==> config.mk <==
export PLATFORM = sky130hd
export DESIGN_NAME = x7_seg
export DESIGN_NICKNAME = d
export VERILOG_FILES = /design/src/rtl/x7_seg.sv
export SDC_FILE = /design/constraint.sdc
export NUM_CORES = 1
export LEC_CHECK = 0
export ABC_AREA = 1
export ABC_CLOCK_PERIOD_IN_PS = 2800
export BUFFER_PORTS_ARGS = -buffer_cell sky130_fd_sc_hd__buf_2
export CORE_MARGIN = 5
export CORE_UTILIZATION = 59
export CTS_BUF_LIST = sky130_fd_sc_hd__clkbuf_16
export DETAILED_ROUTE_END_ITERATION = 7
export GPL_ROUTABILITY_DRIVEN = 0
export PLACE_DENSITY = 0.83
export SETUP_SLACK_MARGIN = 0.1
export SLEW_MARGIN = 20
export SYNTH_ARGS = -nofsm -noshare
export SYNTH_HDL_FRONTEND = slang
export SYNTH_SLANG_ARGS = --single-unit
export TNS_END_PERCENT = 20
==> constraint.sdc <==
create_clock -name clk -period 2.8 [get_ports clk]
set_input_delay 0.28 -clock clk [delete_from_list [all_inputs] [get_ports clk]]
set_output_delay 0.28 -clock clk [all_outputs]
set_load 0.02 [all_outputs]
==> src/rtl/x7_seg.sv <==
// rtl/x7_seg.sv - time-multiplexed hex driver for a 4-digit common-anode 7-segment display
module x7_seg #(
  parameter int CNT_W = 19
) (
  input  logic       clk,
  input  logic       clr,
  input  logic [7:0] x,
  output logic [6:0] a_to_g,
  output logic [3:0] an
);

  logic [CNT_W-1:0] r_cnt;
  logic [1:0]       w_sel;
  logic [3:0]       w_nib;
  logic             w_blank;
  logic [6:0]       w_seg;

  // Free-running scan counter; wraps silently so the scan never stalls.
  always_ff @(posedge clk) begin
    if (clr) begin
      r_cnt <= '0;
    end else begin
      r_cnt <= r_cnt + CNT_W'(1);
    end
  end

  assign w_sel = r_cnt[CNT_W-1 -: 2];

  // Pick the anode and nibble for the current digit; digits 2 and 3 stay dark.
  always_comb begin
    an      = 4'b1111;
    w_nib   = 4'h0;
    w_blank = 1'b1;
    case (w_sel)
      2'd0: begin
        an      = 4'b1110;
        w_nib   = x[3:0];
        w_blank = 1'b0;
      end
      2'd1: begin
        an      = 4'b1101;
        w_nib   = x[7:4];
        w_blank = 1'b0;
      end
      default: begin
        an      = 4'b1111;
        w_nib   = 4'h0;
        w_blank = 1'b1;
      end
    endcase
  end

  // Hex-to-segment decode, bits a..g, active-low.
  always_comb begin
    w_seg = 7'b1111111;
    case (w_nib)
      4'h0:    w_seg = 7'b0000001;
      4'h1:    w_seg = 7'b1001111;
      4'h2:    w_seg = 7'b0010010;
      4'h3:    w_seg = 7'b0000110;
      4'h4:    w_seg = 7'b1001100;
      4'h5:    w_seg = 7'b0100100;
      4'h6:    w_seg = 7'b0100000;
      4'h7:    w_seg = 7'b0001111;
      4'h8:    w_seg = 7'b0000000;
      4'h9:    w_seg = 7'b0000100;
      4'hA:    w_seg = 7'b0001000;
      4'hB:    w_seg = 7'b1100000;
      4'hC:    w_seg = 7'b0110001;
      4'hD:    w_seg = 7'b1000010;
      4'hE:    w_seg = 7'b0110000;
      default: w_seg = 7'b0111000;
    endcase
  end

  assign a_to_g = w_blank ? 7'b1111111 : w_seg;

endmodule

* Word level (Yosys, flattened, before mapping)
Memory sizes are Yosys's and may differ from the RTL's.
Index checks and enable logic that the tools add are counted.
** Operators by class
- Reductions and logical operators :: 2
- Equal/unequal tests :: 1
- Add/sub/neg operators :: 1
- Muxes and demuxes :: 3
** Operators by type and width (count)
- $add 19x1->19 const B :: 1
- $pmux 4 s2 :: 1
- $mux 7 :: 1
- $pmux 2 s2 :: 1
- $eq 2x1->1 const B :: 1
- $logic_not 2->1 :: 1
- $reduce_or 2->1 :: 1
** Storage, ports and cells
- Output and inout bits :: 11
- Register bits after elaboration :: 19
- Memories :: 1
- ROM bits :: 112
- Logic and storage cells :: 9
- Input bits :: 10
** Memory list
- (name not given) :: words 16, width 7, rd ports 1, clocked after Yosys merged registers in 0, write ports 0, line 56 : case (w_nib)

* Longest topological paths before layout
Gate-level depths: netlist of run 1.
An unclocked memory read counts as a cell.
- Word-level depth :: 4
- Depth in mapped cells :: 9
- Mapped depth without buffers :: 9

* Worst setup path after synthesis of run 1
OpenSTA, ideal clock, no wires.
- Path kind :: register -> output
- Start :: reg r_cnt[18]
- End :: out a_to_g[6]
- Arrival :: 1538 ps
- Stages on the path, launching flop included :: 10
- Path slack :: 982 ps
- Buffers on the path :: 0
- Required time :: 2520 ps
- Cell sequence :: dfxtp_1 > inv_2 > nand2_2 > o21ai_2 > inv_2 > ha_1 > inv_1 > nand2_2 > o211ai_1 > nand3_1
** Between the ends
- Longest elaborated chain between the ends :: 4
- Elaborated cells between the ends (all ways) :: 6
- Those cells by class :: eq/ne: 1; mux: 2; reduce/logical: 2; memory: 1
** Ends and longest elaborated chain
- start: declaration :: line 12 : logic [CNT_W-1:0] r_cnt;
- start signal: assignment :: line 23 : r_cnt <= r_cnt + CNT_W'(1);
- $eq 2x1->1 or $logic_not 2->1 (tied branches) :: line 34 : case (w_sel)
- $pmux 4 s2 :: line 34
- $mem_v2 16x7
- $mux 7 * :: line 76 : assign a_to_g = w_blank ? 7'b1111111 : w_seg;
- end: declaration :: line 8 : output logic [6:0] a_to_g,
Every way passes the cells marked *; elsewhere a longest branch is shown, timed or not.

* Worst setup path after layout of run 1
- Start :: reg r_cnt[18]
- End :: out a_to_g[4]
Same word-level chain as after synthesis.

==> flow_metrics.tcl, run 1 <==
set metrics [dict create \
    place_area_sq_um 1350 \
    die_w_microns 56.1 \
    endpoint_kind "output port" \
    max-cap-violations 0 \
    root_buffer "clkbuf_16" \
    core.rowCount 16 \
    hold_viol 0 \
    core_area_sq_um 1980 \
    netlist_area_sq_um 1250 \
    drv_slew 0 \
    leakage_nw 0.641 \
    synth_cell_type_count 28 \
    ys_seq_area_share_pct 30.4 \
    antenna_found_initial 0 \
    worst-setup-path-type "flop to output port" \
    rsz0062_at_grt "no" \
    place_ws_ns 0.815 \
    final_layout_size_suffix_gt1_share_pct 19.9 \
    routed_wl_mm 2.60 \
    drt-wirelength-per-cell_microns 10.9 \
    stdcell_area_sq_um 1430 \
    synth_cells 192 \
    wl_met2_mm 1.30 \
    firstDrtPassIters 4 \
    top_regs "r_cnt (19)" \
    yosysTopAreaCell "dfxtp_1" \
    synthFlopType "dfxtp_1" \
    required_ns 2.52 \
    min_period_ns 2.25 \
    setup_ws_ns 0.546 \
    numClockSinks 19 \
    synth_edf_count 0 \
    grt_overflow 0 \
    ir_drop_uv 317 \
    die_y_microns 56.1 \
    grt_pass1_vias 1145 \
    io_pins 21 \
    period_share_pct 80.5 \
    largest-register "r_cnt" \
    antenna_violating_nets_post_route 0 \
    grt_pass1_wl_mm 4.46 \
    cts_buffers 3 \
    synth_seq_cells 19 \
    drt-met1-wl_mm 1.10 \
    yosysTopAreaCellShare_pct 30.4 \
    die_area_sq_um 3140 \
    synth_area_leaders "dfxtp_1 30%, nand2_1 14%, nor2_1 9.0%" \
    path_clk_slew_ns 0.05 \
    grt_usage_pct 17.0 \
    met3_length_microns 176 \
    nFillCells 161 \
    ff2ff_path_depth 8 \
    power.density_nw_per_um2 448 \
    worstSetupStartpointType "flop" \
    skew_ns 0.00103 \
    hold_path.class "input pin to flop" \
    avgSynthCellArea_sq_um 6.52 \
    htree_levels 1 \
    drc 0 \
    status "complete, no violations" \
    largest_reg_flops 19 \
    cp.arrival_ns 1.97 \
    fin_setup_tns_ns 0 \
    grt_max_degree 14 \
    fin_nets 229 \
    ys_warn_count 0 \
    max_freq_ghz 0.444 \
    highest_layer "met4" \
    holdPathStages 2 \
    start_util_pct 63.1 \
    syn_to_final_growth_pct 14.1 \
    finalSetupViolations 0 \
    via_per_inst 5.17 \
    fin_cells 238 \
    drt_iter0_markers 24 \
    cts.repair.resized 0 \
    cts_tree "yes" \
    place_inst 234 \
    cts_buffer_depth 2 \
    port_buffers 18 \
    cts_hold_buf 0 \
    clk_latency_ns 0.25 \
    cts_setup_buffers 0 \
    cp_max_fo 10 \
    synthArstFlopShare_pct 0 \
    antennaDiodeCount 0 \
    hpwl_mm 2.06 \
    vias 1230 \
]
kinds of logic after synthesis:
family / count (synthesis) / share of synthesized area [%]
AO/OA/AOI/OAI: 25 / 13.2
buffers and inverters: 28 / 9.60
flip-flops: 19 / 30.4
adder cells (fa/ha/maj): 7 / 7.00
AND/OR/NAND/NOR: 110 / 38.1
XOR/XNOR: 2 / 1.40
other: 1 / 0.300
report_power, final:
group          internal (W)  total [W]  leakage (nW)  switching, W
logic             0.0000277  0.0000789         0.445     0.0000513
clock network      0.000190   0.000284        0.0423     0.0000943
registers          0.000274   0.000277         0.154    0.00000241
metal layers:
layer  global-route usage, %  vias to the layer above
li1                        -                      641
met3                    5.10                        4
met2                    30.6                       35
met5                       0                        -
met4                    5.76                        0
met1                    18.7                      550
critical path, stage by stage, from the launching register on:
cell,delay [ns]
dfxtp_1,0.32
inv_2,0.16
nand2_2,0.13
o21ai_2,0.26
inv_2,0.10
ha_1,0.24
inv_1,0.11
nand2_2,0.07
o211ai_2,0.16
buf_2,0.18
per-stage QoR:
step | hold slack [ns] | power [W] | utilization, %
3_3_place_gp | 0.432 | 0.000359 | 68.1
6_report | 0.338 | 0.000639 | 72.0
3_5_place_dp | 0.453 | 0.000362 | 68.1
2_1_floorplan | 0.418 | 0.000342 | -
4_1_cts | 0.337 | 0.000643 | 72.0
5_1_grt | 0.350 | 0.000669 | 72.0
final timing paths:
path	to	slack, ns	startpoint
hold / removal	r_cnt[0]	0.34	clr
setup / recovery	a_to_g[4]	0.55	r_cnt[18]
hold reg to reg	r_cnt[0]	0.45	r_cnt[0]
setup reg to reg	r_cnt[16]	1.43	r_cnt[0]
cells in the final DEF, fill, tap and decap left out:
cell,synthesis,layout
a21oi_1,6,6
ha_1,7,7
buf_2,0,18
inv_2,6,6
a31oi_1,1,1
o211ai_2,1,1
o21ai_4,1,1
nand4_1,2,2
nand2_2,7,7
nor2_2,3,3
inv_1,18,19
o21a_1,1,1
o21bai_1,2,2
nor2_4,1,1
conb_1,1,2
nor2_1,30,30
o21ai_0,5,5
xor2_1,2,2
o211ai_1,2,2
clkbuf_16,0,3
nor3_1,2,2
o21ai_2,2,2
nor3b_1,1,1
nand2_1,48,48
o21ai_1,4,4
dfxtp_1,19,19
nand3_1,16,16
final cells by class:
cell class / count / area [sq um] / area share [%]
clock inverters: 1 / 3.75 / 0.263
clock buffers: 3 / 75.1 / 5.26
flip-flops and latches: 19 / 380 / 26.6
well taps: 27 / 33.8 / 2.37
inverters: 24 / 90.1 / 6.31
repair buffers: 18 / 90.1 / 6.31
multi-input cells: 146 / 754 / 52.8
synthesized netlist by cell type, types with 3 or more instances:
master	instances
nand2_1	48
nor2_1	30
dfxtp_1	19
inv_1	18
nand3_1	16
ha_1	7
nand2_2	7
a21oi_1	6
inv_2	6
o21ai_0	5
o21ai_1	4
nor2_2	3
No activity file was read; power rests on OpenSTA's default activity.
==> run 2: changes to the inputs <==
Settings changed: ABC_CLOCK_PERIOD_IN_PS 2800 to 1900, CORE_UTILIZATION 59 to 50, PLACE_DENSITY 0.83 to 0.75.
Clock period 2.8 ns to 1.9 ns, I/O delays scaled along.
==> run 2 against run 1 <==
The run now ends with negative setup slack left. Critical path depth unchanged. Flip-flop and latch count unchanged. Cell area up 16%. Via count up 8.8%. Die area up 15%. Non-clock buffer count up 12. Clock power up 48%. Hold slack worse by 0.10 ns. Sequential share of layout area down 3.4 points. First-iteration DRC count rose to 4.2 times the previous value. Utilization down 3.8 points. Critical path type unchanged. Critical endpoint is now a_to_g[3]. Largest cell class unchanged. Highest routed layer unchanged.
==> flow_metrics.tcl, run 2 (synthesized netlist as in run 1, its figures left out) <==
set metrics [dict create \
    status "complete, but fails checks" \
    violations "negative setup slack" \
    hpwl_mm 2.07 \
    largest-register "r_cnt" \
    root_buffer "clkbuf_16" \
    pwr-share-seq_pct 41.0 \
    htree_levels 1 \
    place_ws_ns 0.0852 \
    start_util_pct 51.4 \
    skew_ns 0.00133 \
    port_buffers 18 \
    intPower_w 0.000752 \
    grtUsageMet3_pct 2.81 \
    cp_cell_sequence "inv_2 -> nand2_4 -> o21ai_4 -> inv_4 -> ha_4 -> nand2_2 -> o211ai_1 -> nand3_1 -> buf_6" \
    path_clk_slew_ns 0.05 \
    switchingPower_w 0.000240 \
    finalPower_w 0.000991 \
    routed_wl_mm 3.14 \
    finalSetupViolations 1 \
    grt_busiest_layer "met2" \
    cp_max_fo 4 \
    rsz0062_at_grt "yes" \
    p_sw_share_pct 24.2 \
    stdcell_area_sq_um 1660 \
    core_area_sq_um 2430 \
    cts_tree "yes" \
    ir_drop_uv 605 \
    drt-wirelength-per-cell_microns 12.4 \
    drv_slew 0 \
    vias 1338 \
    drc 0 \
    firstDrtPassIters 4 \
    period_share_pct 101 \
    die_y_microns 60.0 \
    required_ns 1.71 \
    fin_nets 241 \
    cp.buffers_inverters 3 \
    fin_setup_tns_ns -0.0155 \
    worstSetupStartpointType "flop" \
    core.rowCount 18 \
    die_w_microns 60.0 \
    max_freq_ghz 0.522 \
    hold_path.class "input pin to flop" \
    drt_iter0_markers 100 \
    grt_pass1_wl_mm 5.01 \
    use_met1_pct 19.4 \
    leakage_nw 0.725 \
    grt_pass1_vias 1189 \
    endpoint_kind "output port" \
    slowest_stage "dfxtp_2" \
    nFillCells 200 \
    met2_usage_pct 34.9 \
    cpPeakStageDelay_ns 0.33 \
    cp.arrival_ns 1.73 \
    syn_to_final_growth_pct 32.6 \
    clk_latency_ns 0.25 \
    clockPowerShare_pct 42.5 \
    crit_family "flip-flops" \
    grt_max_degree 14 \
    antennaDiodeCount 0 \
    grt_usage_pct 18.2 \
    grt_overflow 0 \
    power.density_nw_per_um2 598 \
    worst-setup-path-type "flop to output port" \
    cts_hold_buf 0 \
    top_regs "r_cnt (19)" \
    p_comb_share_pct 16.5 \
    cts_buffers 3 \
    final_cell_mix "45 x nand2_1, 30 x nor2_1, 18 x inv_1, 17 x dfxtp_1" \
    die_area_sq_um 3600 \
    antenna_found_initial 0 \
    numClockSinks 19 \
    antenna_violating_nets_post_route 0 \
    max-cap-violations 0 \
    place_area_sq_um 1360 \
    final_common_cell "nand2_1" \
    min_period_ns 1.92 \
    hold_viol 0 \
    setup_ws_ns -0.0155 \
    final_layout_size_suffix_gt1_share_pct 30.0 \
    cts_buffer_depth 2 \
    io_pins 21 \
    largest_reg_flops 19 \
    via_per_inst 5.29 \
]
==> run 2: changes by cell type in the layout (fill, tap and decap cells not counted), sizes merged <==
cell  change
buf      +12
==> run 2: per-stage QoR <==
stage	utilization, %	instances	hold slack [ns]
6_report	68.2	253	0.237
5_1_grt	68.2	253	0.264
4_1_cts	65.3	251	0.248
3_5_place_dp	55.9	238	0.441
3_3_place_gp	55.9	238	0.427
2_1_floorplan	-	193	0.415
==> run 2: cell type report <==
cell class              instances  area [sq um]  share of cell area, %
multi-input cells             146           847                   51.1
flip-flops and latches         19           385                   23.2
repair buffers                 30           215                   13.0
inverters                      24          95.1                   5.73
clock buffers                   3          75.1                   4.52
well taps                      30          37.5                   2.26
clock inverters                 1          3.75                  0.226
==> run 2: worst paths after layout <==
path,endpoint,slack [ns],from,cells past startpoint
setup reg to reg,r_cnt[16],0.50,r_cnt[0],8
hold reg to reg,r_cnt[0],0.45,r_cnt[0],1
setup / recovery,a_to_g[3],-0.02,r_cnt[18],9
hold / removal,r_cnt[0],0.24,clr,2
==> run 2: worst register-to-register path, cell delays in order, from the launching register on <==
cell and delay, ns:
dfxtp_1 0.35, ha_1 0.21, nand3_1 0.12, nor2_1 0.22
nand2_1 0.14, nor2_1 0.10, nand2_1 0.05, nand2_1 0.06
nor2_1 0.04
==> run 2: power by group through the flow <==
stage	clock, W	sequential (W)	combinational, W
floorplan	0	0.000415	0.0000892
global placement	0	0.000416	0.000113
detailed placement	0	0.000416	0.000117
CTS	0.000427	0.000406	0.000142
global route	0.000450	0.000407	0.000177
finish	0.000421	0.000407	0.000163
==> run 2: timing repair <==
item	4_1_cts	5_1_grt
buffers inserted	9	2
gates resized for setup	20	14
setup endpoints to repair	7	7
pin swaps	6	8
==> run 2: metal layers <==
metal	vias up	routed length, microns
met1	631	1260
met3	5	133
met4	0	47
met2	33	1710
li1	669	-
met5	-	0
